### src/rtl/vin_timing_detect.sv
// ============================================================================
// vin_timing_detect -- measures HDMI-in line/frame timing and locks onto it
// Revision: 1.0
// ============================================================================
`default_nettype none

module vin_timing_detect #(
  parameter int CW            = 12,
  parameter int STABLE_FRAMES = 3
) (
  input  logic          vin_clk_i,
  input  logic          rst_i,
  input  logic          vin_hs_i,
  input  logic          vin_vs_i,
  input  logic          vin_de_i,
  output logic [CW-1:0] h_active_o,
  output logic [CW-1:0] h_start_o,
  output logic [CW-1:0] h_total_o,
  output logic [CW-1:0] v_active_o,
  output logic [CW-1:0] v_total_o,
  output logic          locked_o,
  output logic          frame_o,
  output logic          lock_lost_o
);

  localparam logic [CW-1:0] CNT_MAX = '1;
  localparam logic [3:0]    LOCK_AT = 4'(STABLE_FRAMES - 2);

  typedef enum logic [1:0] {ST_IDLE, ST_MEASURE, ST_LOCKED} state_t;

  function automatic logic [CW-1:0] sat_inc(input logic [CW-1:0] v);
    return (v == CNT_MAX) ? v : v + CW'(1);
  endfunction

  logic hs_s_q, vs_s_q, de_s_q, hs_p_q, vs_p_q, de_p_q;
  logic hs_rise, vs_rise, de_rise;

  always_ff @(posedge vin_clk_i) begin
    if (rst_i) begin
      {hs_s_q, vs_s_q, de_s_q, hs_p_q, vs_p_q, de_p_q} <= '0;
    end else begin
      {hs_s_q, vs_s_q, de_s_q} <= {vin_hs_i, vin_vs_i, vin_de_i};
      {hs_p_q, vs_p_q, de_p_q} <= {hs_s_q, vs_s_q, de_s_q};
    end
  end

  assign hs_rise = hs_s_q & ~hs_p_q;
  assign vs_rise = vs_s_q & ~vs_p_q;
  assign de_rise = de_s_q & ~de_p_q;

  logic [CW-1:0]   h_cnt_q, h_cnt_d, de_cnt_q, de_cnt_d, st_cnt_q, st_cnt_d;
  logic [CW-1:0]   v_cnt_q, v_cnt_d, va_cnt_q, va_cnt_d, v_inc, va_inc;
  logic [3*CW-1:0] ref_q, ref_d, ref_inc, line_tuple;
  logic [5*CW-1:0] cap_q, cap_d, cand_q, out_q;
  logic            ref_ok_q, ref_ok_d, bad_q, bad_d, bad_inc;
  logic            cap_bad_q, cap_bad_d, evt_q, evt_d, line_act, line_bad;

  // Tuple layout: {h_active, h_start, h_total}; a closing line on the VS-rise
  // cycle is folded into the "inc" values before the frame is captured.
  always_comb begin
    line_act   = (de_cnt_q != '0);
    line_tuple = {de_cnt_q, st_cnt_q, h_cnt_q};
    line_bad   = de_s_q | (h_cnt_q == CNT_MAX) |
                 (line_act & ((de_cnt_q == CNT_MAX) | (st_cnt_q == CNT_MAX)));
    h_cnt_d    = hs_rise ? CW'(1) : sat_inc(h_cnt_q);
    de_cnt_d   = hs_rise ? {{(CW-1){1'b0}}, de_s_q} :
                 (de_s_q ? sat_inc(de_cnt_q) : de_cnt_q);
    st_cnt_d   = de_rise ? CW'(1) : sat_inc(st_cnt_q);
    v_inc      = hs_rise ? sat_inc(v_cnt_q) : v_cnt_q;
    va_inc     = (hs_rise & line_act) ? sat_inc(va_cnt_q) : va_cnt_q;
    ref_inc    = (hs_rise & line_act & ~ref_ok_q) ? line_tuple : ref_q;
    bad_inc    = bad_q | (v_inc == CNT_MAX) | (va_inc == CNT_MAX) |
                 (hs_rise & (line_bad | (line_act & ref_ok_q & (line_tuple != ref_q))));
    v_cnt_d    = v_inc;
    va_cnt_d   = va_inc;
    ref_d      = ref_inc;
    ref_ok_d   = ref_ok_q | (hs_rise & line_act);
    bad_d      = bad_inc;
    cap_d      = cap_q;
    cap_bad_d  = cap_bad_q;
    evt_d      = 1'b0;
    if (vs_rise) begin
      cap_d     = {ref_inc, va_inc, v_inc};
      cap_bad_d = bad_inc | (va_inc == '0);
      evt_d     = 1'b1;
      v_cnt_d   = '0;
      va_cnt_d  = '0;
      ref_d     = '0;
      ref_ok_d  = 1'b0;
      bad_d     = 1'b0;
    end
  end

  always_ff @(posedge vin_clk_i) begin
    if (rst_i) begin
      {h_cnt_q, de_cnt_q, st_cnt_q, v_cnt_q, va_cnt_q} <= '0;
      {ref_q, ref_ok_q, bad_q, cap_q, cap_bad_q, evt_q} <= '0;
    end else begin
      h_cnt_q   <= h_cnt_d;
      de_cnt_q  <= de_cnt_d;
      st_cnt_q  <= st_cnt_d;
      v_cnt_q   <= v_cnt_d;
      va_cnt_q  <= va_cnt_d;
      ref_q     <= ref_d;
      ref_ok_q  <= ref_ok_d;
      bad_q     <= bad_d;
      cap_q     <= cap_d;
      cap_bad_q <= cap_bad_d;
      evt_q     <= evt_d;
    end
  end

  state_t     state_q;
  logic [3:0] stable_q;
  logic       cand_ok_q, locked_q, frame_q, lost_q, timeout;

  assign timeout = (h_cnt_q == CNT_MAX) | (v_cnt_q == CNT_MAX);

  // A candidate stored from an inconsistent frame is never counted as a match.
  always_ff @(posedge vin_clk_i) begin
    if (rst_i) begin
      state_q   <= ST_IDLE;
      stable_q  <= '0;
      cand_q    <= '0;
      cand_ok_q <= 1'b0;
      out_q     <= '0;
      locked_q  <= 1'b0;
      frame_q   <= 1'b0;
      lost_q    <= 1'b0;
    end else begin
      frame_q <= 1'b0;
      lost_q  <= 1'b0;
      if (timeout) begin
        state_q   <= ST_IDLE;
        locked_q  <= 1'b0;
        stable_q  <= '0;
        cand_ok_q <= 1'b0;
        lost_q    <= (state_q == ST_LOCKED);
      end else if (evt_q) begin
        case (state_q)
          ST_IDLE: begin
            state_q   <= ST_MEASURE;
            stable_q  <= '0;
            cand_ok_q <= 1'b0;
          end
          ST_MEASURE: begin
            if (cand_ok_q && !cap_bad_q && cap_q == cand_q) begin
              stable_q <= stable_q + 4'd1;
              if (stable_q == LOCK_AT) begin
                out_q    <= cap_q;
                locked_q <= 1'b1;
                state_q  <= ST_LOCKED;
              end
            end else begin
              cand_q    <= cap_q;
              cand_ok_q <= ~cap_bad_q;
              stable_q  <= '0;
            end
          end
          ST_LOCKED: begin
            if (!cap_bad_q && cap_q == out_q) begin
              frame_q <= 1'b1;
            end else begin
              state_q   <= ST_MEASURE;
              locked_q  <= 1'b0;
              lost_q    <= 1'b1;
              cand_q    <= cap_q;
              cand_ok_q <= ~cap_bad_q;
              stable_q  <= '0;
            end
          end
          default: state_q <= ST_IDLE;
        endcase
      end
    end
  end

  assign {h_active_o, h_start_o, h_total_o, v_active_o, v_total_o} = out_q;
  assign locked_o    = locked_q;
  assign frame_o     = frame_q;
  assign lock_lost_o = lost_q;

endmodule

`default_nettype wire

### config.mk
export PLATFORM = sky130hd
export DESIGN_NAME = vin_timing_detect
export DESIGN_NICKNAME = d
export VERILOG_FILES = /design/src/rtl/vin_timing_detect.sv
export SDC_FILE = /design/constraint.sdc
export NUM_CORES = 1
export LEC_CHECK = 0
export CAP_MARGIN = 10
export CORE_ASPECT_RATIO = 1.25
export CORE_MARGIN = 10
export CORE_UTILIZATION = 59
export CTS_CLUSTER_DIAMETER = 200
export CTS_CLUSTER_SIZE = 12
export DETAILED_ROUTE_END_ITERATION = 8
export PLACE_DENSITY_LB_ADDON = 0.2
export SLEW_MARGIN = 20
export SYNTH_ARGS = -nofsm -noshare
export SYNTH_HDL_FRONTEND = slang
export SYNTH_SLANG_ARGS = --single-unit
export TNS_END_PERCENT = 50
### constraint.sdc
create_clock -name vin_clk_i -period 2.9 [get_ports vin_clk_i]
set_input_delay 0.58 -clock vin_clk_i [delete_from_list [all_inputs] [get_ports vin_clk_i]]
set_output_delay 0.58 -clock vin_clk_i [all_outputs]
set_load 0.02 [all_outputs]
; After elaboration in Yosys (flattened, before gate mapping)
; Cells that the tools add are included.
[word_totals]
reg_bits = 296
in_bits = 5
[classes]
addsub = 6
n_eq_ne = 20
n_mux = 35
n_bitwise = 28
reduce_logical = 23
[op_table]
columns = cell, n
row1 = $eq A60 B60 Y1, 2
row2 = $mux W60, 2
row3 = $pmux W60 S2, 1
row4 = $eq A12 B12 Y1 const B, 7
row5 = $add A12 B1 Y12 const B, 5
row6 = $mux W12, 4
row7 = $mux W36, 1
row8 = $ne A36 B36 Y1, 1
row9 = $mux W1, 18
row10 = $reduce_and A5 Y1, 3
row11 = $ne A2 B2 Y1 const B, 7
row12 = $logic_not A12 Y1, 1
row13 = $pmux W4 S3, 1
row14 = $reduce_bool A12 Y1, 1
row15 = $or A1 B1 Y1, 10
row16 = $and A1 B1 Y1, 9
row17 = $not A1 Y1, 9
row18 = $mux W4, 2
row19 = $reduce_and A4 Y1, 2
row20 = $reduce_or A2 Y1, 4
row21 = $mux W2, 3
row22 = $pmux W2 S3, 1
row23 = $add A4 B1 Y4 const B, 1
row24 = $eq A4 B1 Y1 const B, 1
row25 = other kinds (12), 16

; Depth between registers and ports, before layout
[logic_depth]
ltp_word = 8
depth_mapped = 12

; Worst setup path before layout
; OpenSTA, ideal clock, no wires.
[synth_path]
kind = flip-flop to flip-flop
from = reg out_q[33]
to = reg cand_q[49]
setup_ns = 0.128
arrival_time_ns = 2.493
path_slack_ns = 0.280
stages_incl_launch_ff = 11
path_buffers = 2
path_cell_list = dfxtp_1 -> inv_1 -> a2111oi_2 -> o2111ai_1 -> or4_4 -> o31ai_4 -> a211o_1 -> buf_6 -> buf_12 -> mux2i_1 -> nor2_1
[synth_via]
elab_chain_cells = 4
[synth_rtl]
columns = item, line_no
row1 = "start, declared", 54  ; logic [5*CW-1:0] cap_q, cap_d, cand_q, out_q;
row2 = "start signal, assigned", 150  ; out_q <= cap_q;
row3 = $eq A60 B60 Y1, 161  ; if (!cap_bad_q && cap_q == out_q) begin
row4 = $logic_and A1 B1 Y1, 161
row5 = $ne A2 B2 Y1 (no line), n/a
row6 = $reduce_and A5 Y1 (no line), n/a
row7 = "end signal, assigned", 155  ; cand_q <= cap_q;
row8 = "end signal, assigned", 167  ; cand_q <= cap_q;
row9 = "end, declared", 54
; No other way between the ends.
; A chain may end at the register's enable or synchronous reset.

; Worst setup path after layout
[layout_path]
from = reg cap_q[50]
to = reg cand_q[1]
[layout_via]
elab_chain_cells = 4
elab_cells_between_ends = 7
[layout_rtl]
columns = item, line_no
row1 = "start, declared", 54
row2 = "start signal, assigned", 107  ; cap_q <= cap_d;
row3 = $eq A60 B60 Y1 (on tied branches), "147, 161"
row4 = $logic_and A1 B1 Y1 (on tied branches), "147, 161"
row5 = $ne A2 B2 Y1 (no line), n/a
row6 = $reduce_and A5 Y1 (no line) *, n/a
; Mark *: on every way between the ends. The rest lies on a longest branch, timed or not.

==> results by group <==
Critical path
  – CP startpoint kind: register
  – CP top delay family: simple AND/OR/NAND/NOR gates
  – Critical path peak fanout: 13
  – Crit path buf inv count: 2
  – Worst-path cell chain: inv_1, a222oi_1, nand4_1, or4_4, o31ai_4, a211o_4, buf_12, mux2i_1, nor2_1
  – Setup CP Type: register to register
  – Worst Setup End Kind: register
  – Slowest cell on the critical path: or4_4
  – CP Data Required Time: 3.28 ns
  – Worst EP arrival: 3.21 ns
  – CP max stage delay: 0.62 ns

Timing
  – Hold slack final: 0.384 ns
  – Max Clock Freq: 353 MHz
  – Worst-margin pin slew: 0.981 ns
  – Fin crit period: 2.83 ns
  – Final hold violations: 0
  – Final worst-path cycle share: 0.977
  – Worst relative slew slack: 0.346
  – Slew Viols, Final: 0
  – Final setup viols: 0
  – Worst Clk Skew: 0.0233 ns
  – Setup ws final: 0.0659 ns

Power and ir drop
  – Max VDD drop: 0.525 mV
  – Final Total Pwr: 7.60 mW
  – Pwr/cell area: 495 mW/mm^2
  – LEAKAGE: 6.52 nW

Layout
  – Final #Nets: 1547
  – Most common cell after layout, fill and taps aside: dfxtp_1
  – Area Growth Syn to Fin: 17.9%
  – Most frequent cells in the layout: 294 x dfxtp_1, 235 x nor2_1, 165 x mux2i_1
  – Finished Layout Cells: 1809
  – Ant diodes: 0
  – Ratio of cells with drive above 1 in the final layout: 0.105

Global route
  – GRT Resource Usage Total: 0.239
  – Initial antenna violation count: 0
  – Largest net degree at the start of global routing: 92
  – Global-route wire length before repair: 55.1 mm
  – Vias in the first global route: 10200
  – Gr ovfl total: 0

Worst hold path
  – Tightest Hold Check Type: input pin to register

Die
  – Die H: 186 um
  – Starting density of the core: 0.603
  – Total core area: 0.0216 sq mm
  – Die Area: 0.0285 sq mm
  – Die X: 153 um
  – Cell row count: 60
  – # IOs: 68

Drt
  – Final wirelength: 35.4 mm
  – Antenna Violating Nets Remaining: 0
  – Drt drc: 0
  – Drt wl/cell: 19.6 um
  – First-pass DRT Iterations: 5
  – Via count: 10400
  – Via/cell ratio: 5.74
  – First-iteration detailed-routing DRC count: 900

Clocking
  – CTS buffer count: 28
  – Clk buf depth: 3
  – Clk_lat worst skew: 0.55 ns
  – TritonCTS clock tree: yes
  – H-tree Lvls: 1
  – Sinks on the clock net: 296
  – Clock slew seen by the registers of the worst setup and hold paths: 0.06 ns
  – Hold buffer count at CTS: 0
  – CTS root buffer: clkbuf_16

Run status
  – Status: finished, final reports clean

Yosys
  – Yosys warns: 0
  – Synth Register Bits: 296
  – Post-Syn Area: 0.0130 sq mm
  – Synthesized instance count: 1405
  – Synth Flop Type: dfxtp_1
  – Top-area cell type share of the netlist area: 0.455
  – Mean Syn Cell Area: 9.28 sq um
  – Top post-synthesis cells by area: dfxtp_1 45%, mux2i_1 13%, xor2_1 7.1%, nor2_1 6.8%, xnor2_1 4.4%
  – Ys async rst share: 0
  – Unique cell type count in the Yosys netlist: 67
  – Syn nets: 1422
  – Sequential fraction of the synthesis area: 0.455
  – Leading area contributor after synthesis: dfxtp_1
  – Number of flops mapped to enable cells by yosys: 0

Place
  – IO buf count: 67
  – Place WS: -0.117 ns
  – Routability Congestion: 0.958
  – Detailed Place HPWL: 26.7 mm
  – Placed cell count: 1778

Run
  – Max cap viols: 0
[repair_timing]
item,4_1_cts,5_1_grt
pin swaps,0,3
resized for setup,2,8
endpoints found under the setup margin,69,70
buffers inserted,0,1
[report_power, final]
group | internal, mW | switching, mW
registers | 4.09 | 0.0233
clock network | 1.79 | 1.45
logic | 0.0841 | 0.170
total | 5.96 | 1.65
[final cells by class]
class	count	area, sq um
Timing Repair Buffer	172	1580
Clock inverter	2	46.3
Fill cell	1667	6250
Inverter	37	139
Multi-Input combinational cell	995	6630
Clock buffer	28	701
Sequential cell	296	5930
Tap cell	279	349
[kinds of logic after synthesis]
family                     Yosys count  synth area share
and+or+nand+nor                    500             0.177
DFF                                296             0.455
xor gates and xnor gates           170             0.114
AOI/OAI and AO/OA                  145            0.0704
muxes                              168             0.129
buffers and inverters              114            0.0431
adders and majority gates           12            0.0115
[synthesized netlist by cell type, types with 2 or more instances]
| library cell | n |
|---|---|
| a21o_1 | 4 |
| nand4_1 | 33 |
| nand3_1 | 30 |
| a211oi_1 | 3 |
| buf_4 | 6 |
| a41o_1 | 2 |
| a21oi_1 | 25 |
| xor2_1 | 105 |
| a211o_1 | 2 |
| ha_1 | 12 |
| o2111ai_1 | 2 |
| or2_2 | 2 |
| nor4b_1 | 2 |
| and3_1 | 5 |
| nor2b_1 | 15 |
| nand2_1 | 89 |
| xnor2_1 | 65 |
| buf_12 | 6 |
| buf_2 | 4 |
| a2bb2oi_1 | 2 |
| nor4_1 | 32 |
| inv_1 | 37 |
| nand3b_1 | 6 |
| a221o_1 | 2 |
| mux2i_1 | 166 |
| and2_1 | 8 |
| or4_1 | 2 |
| and4_1 | 3 |
| a222oi_1 | 2 |
| o2111a_1 | 2 |
| nand2b_1 | 18 |
| o22ai_1 | 13 |
| nor2_1 | 235 |
| clkbuf_1 | 59 |
| o21ai_0 | 63 |
| dfxtp_1 | 296 |
| a22oi_1 | 2 |
| mux2_2 | 2 |
| a31oi_1 | 4 |
| nor3_1 | 12 |
[registers in the layout (all words and copies together) (netlist names), 12 cells and up]
name	flops
st_cnt_q	12
cand_q	60
de_cnt_q	12
cap_q	60
h_cnt_q	12
va_cnt_q	12
ref_q	36
out_q	60
v_cnt_q	12
[routing by layer]
| metal | up-vias | global-route usage | part of all wire |
|---|---|---|---|
| met1 | 4961 | 0.294 | 0.42 |
| met3 | 87 | 0.0306 | 0.053 |
| met2 | 306 | 0.412 | 0.48 |
| li1 | 5022 | - | - |
| met5 | - | 0 | 0 |
| met4 | 0 | 0.112 | 0.046 |
[final timing paths]
check / startpoint / end / slack, ns / cells after the start
min: rst_i / de_cnt_q[0] / 0.38 / 2
min reg2reg: vs_s_q / vs_p_q / 0.46 / 1
max: cap_q[50] / cand_q[1] / 0.07 / 9
max reg2reg: cap_q[50] / cand_q[1] / 0.07 / 9
[per-stage QoR]
stage	util	cell area, sq um	TNS (ns)
after floorplan	-	13000	0
after global placement	0.674	14600	-5.38
after detailed placement	0.674	14600	-4.39
after CTS	0.709	15300	0
after global routing	0.711	15400	-0.0695
final	0.711	15400	0
Note: power is estimated with default switching activity, not from simulation.
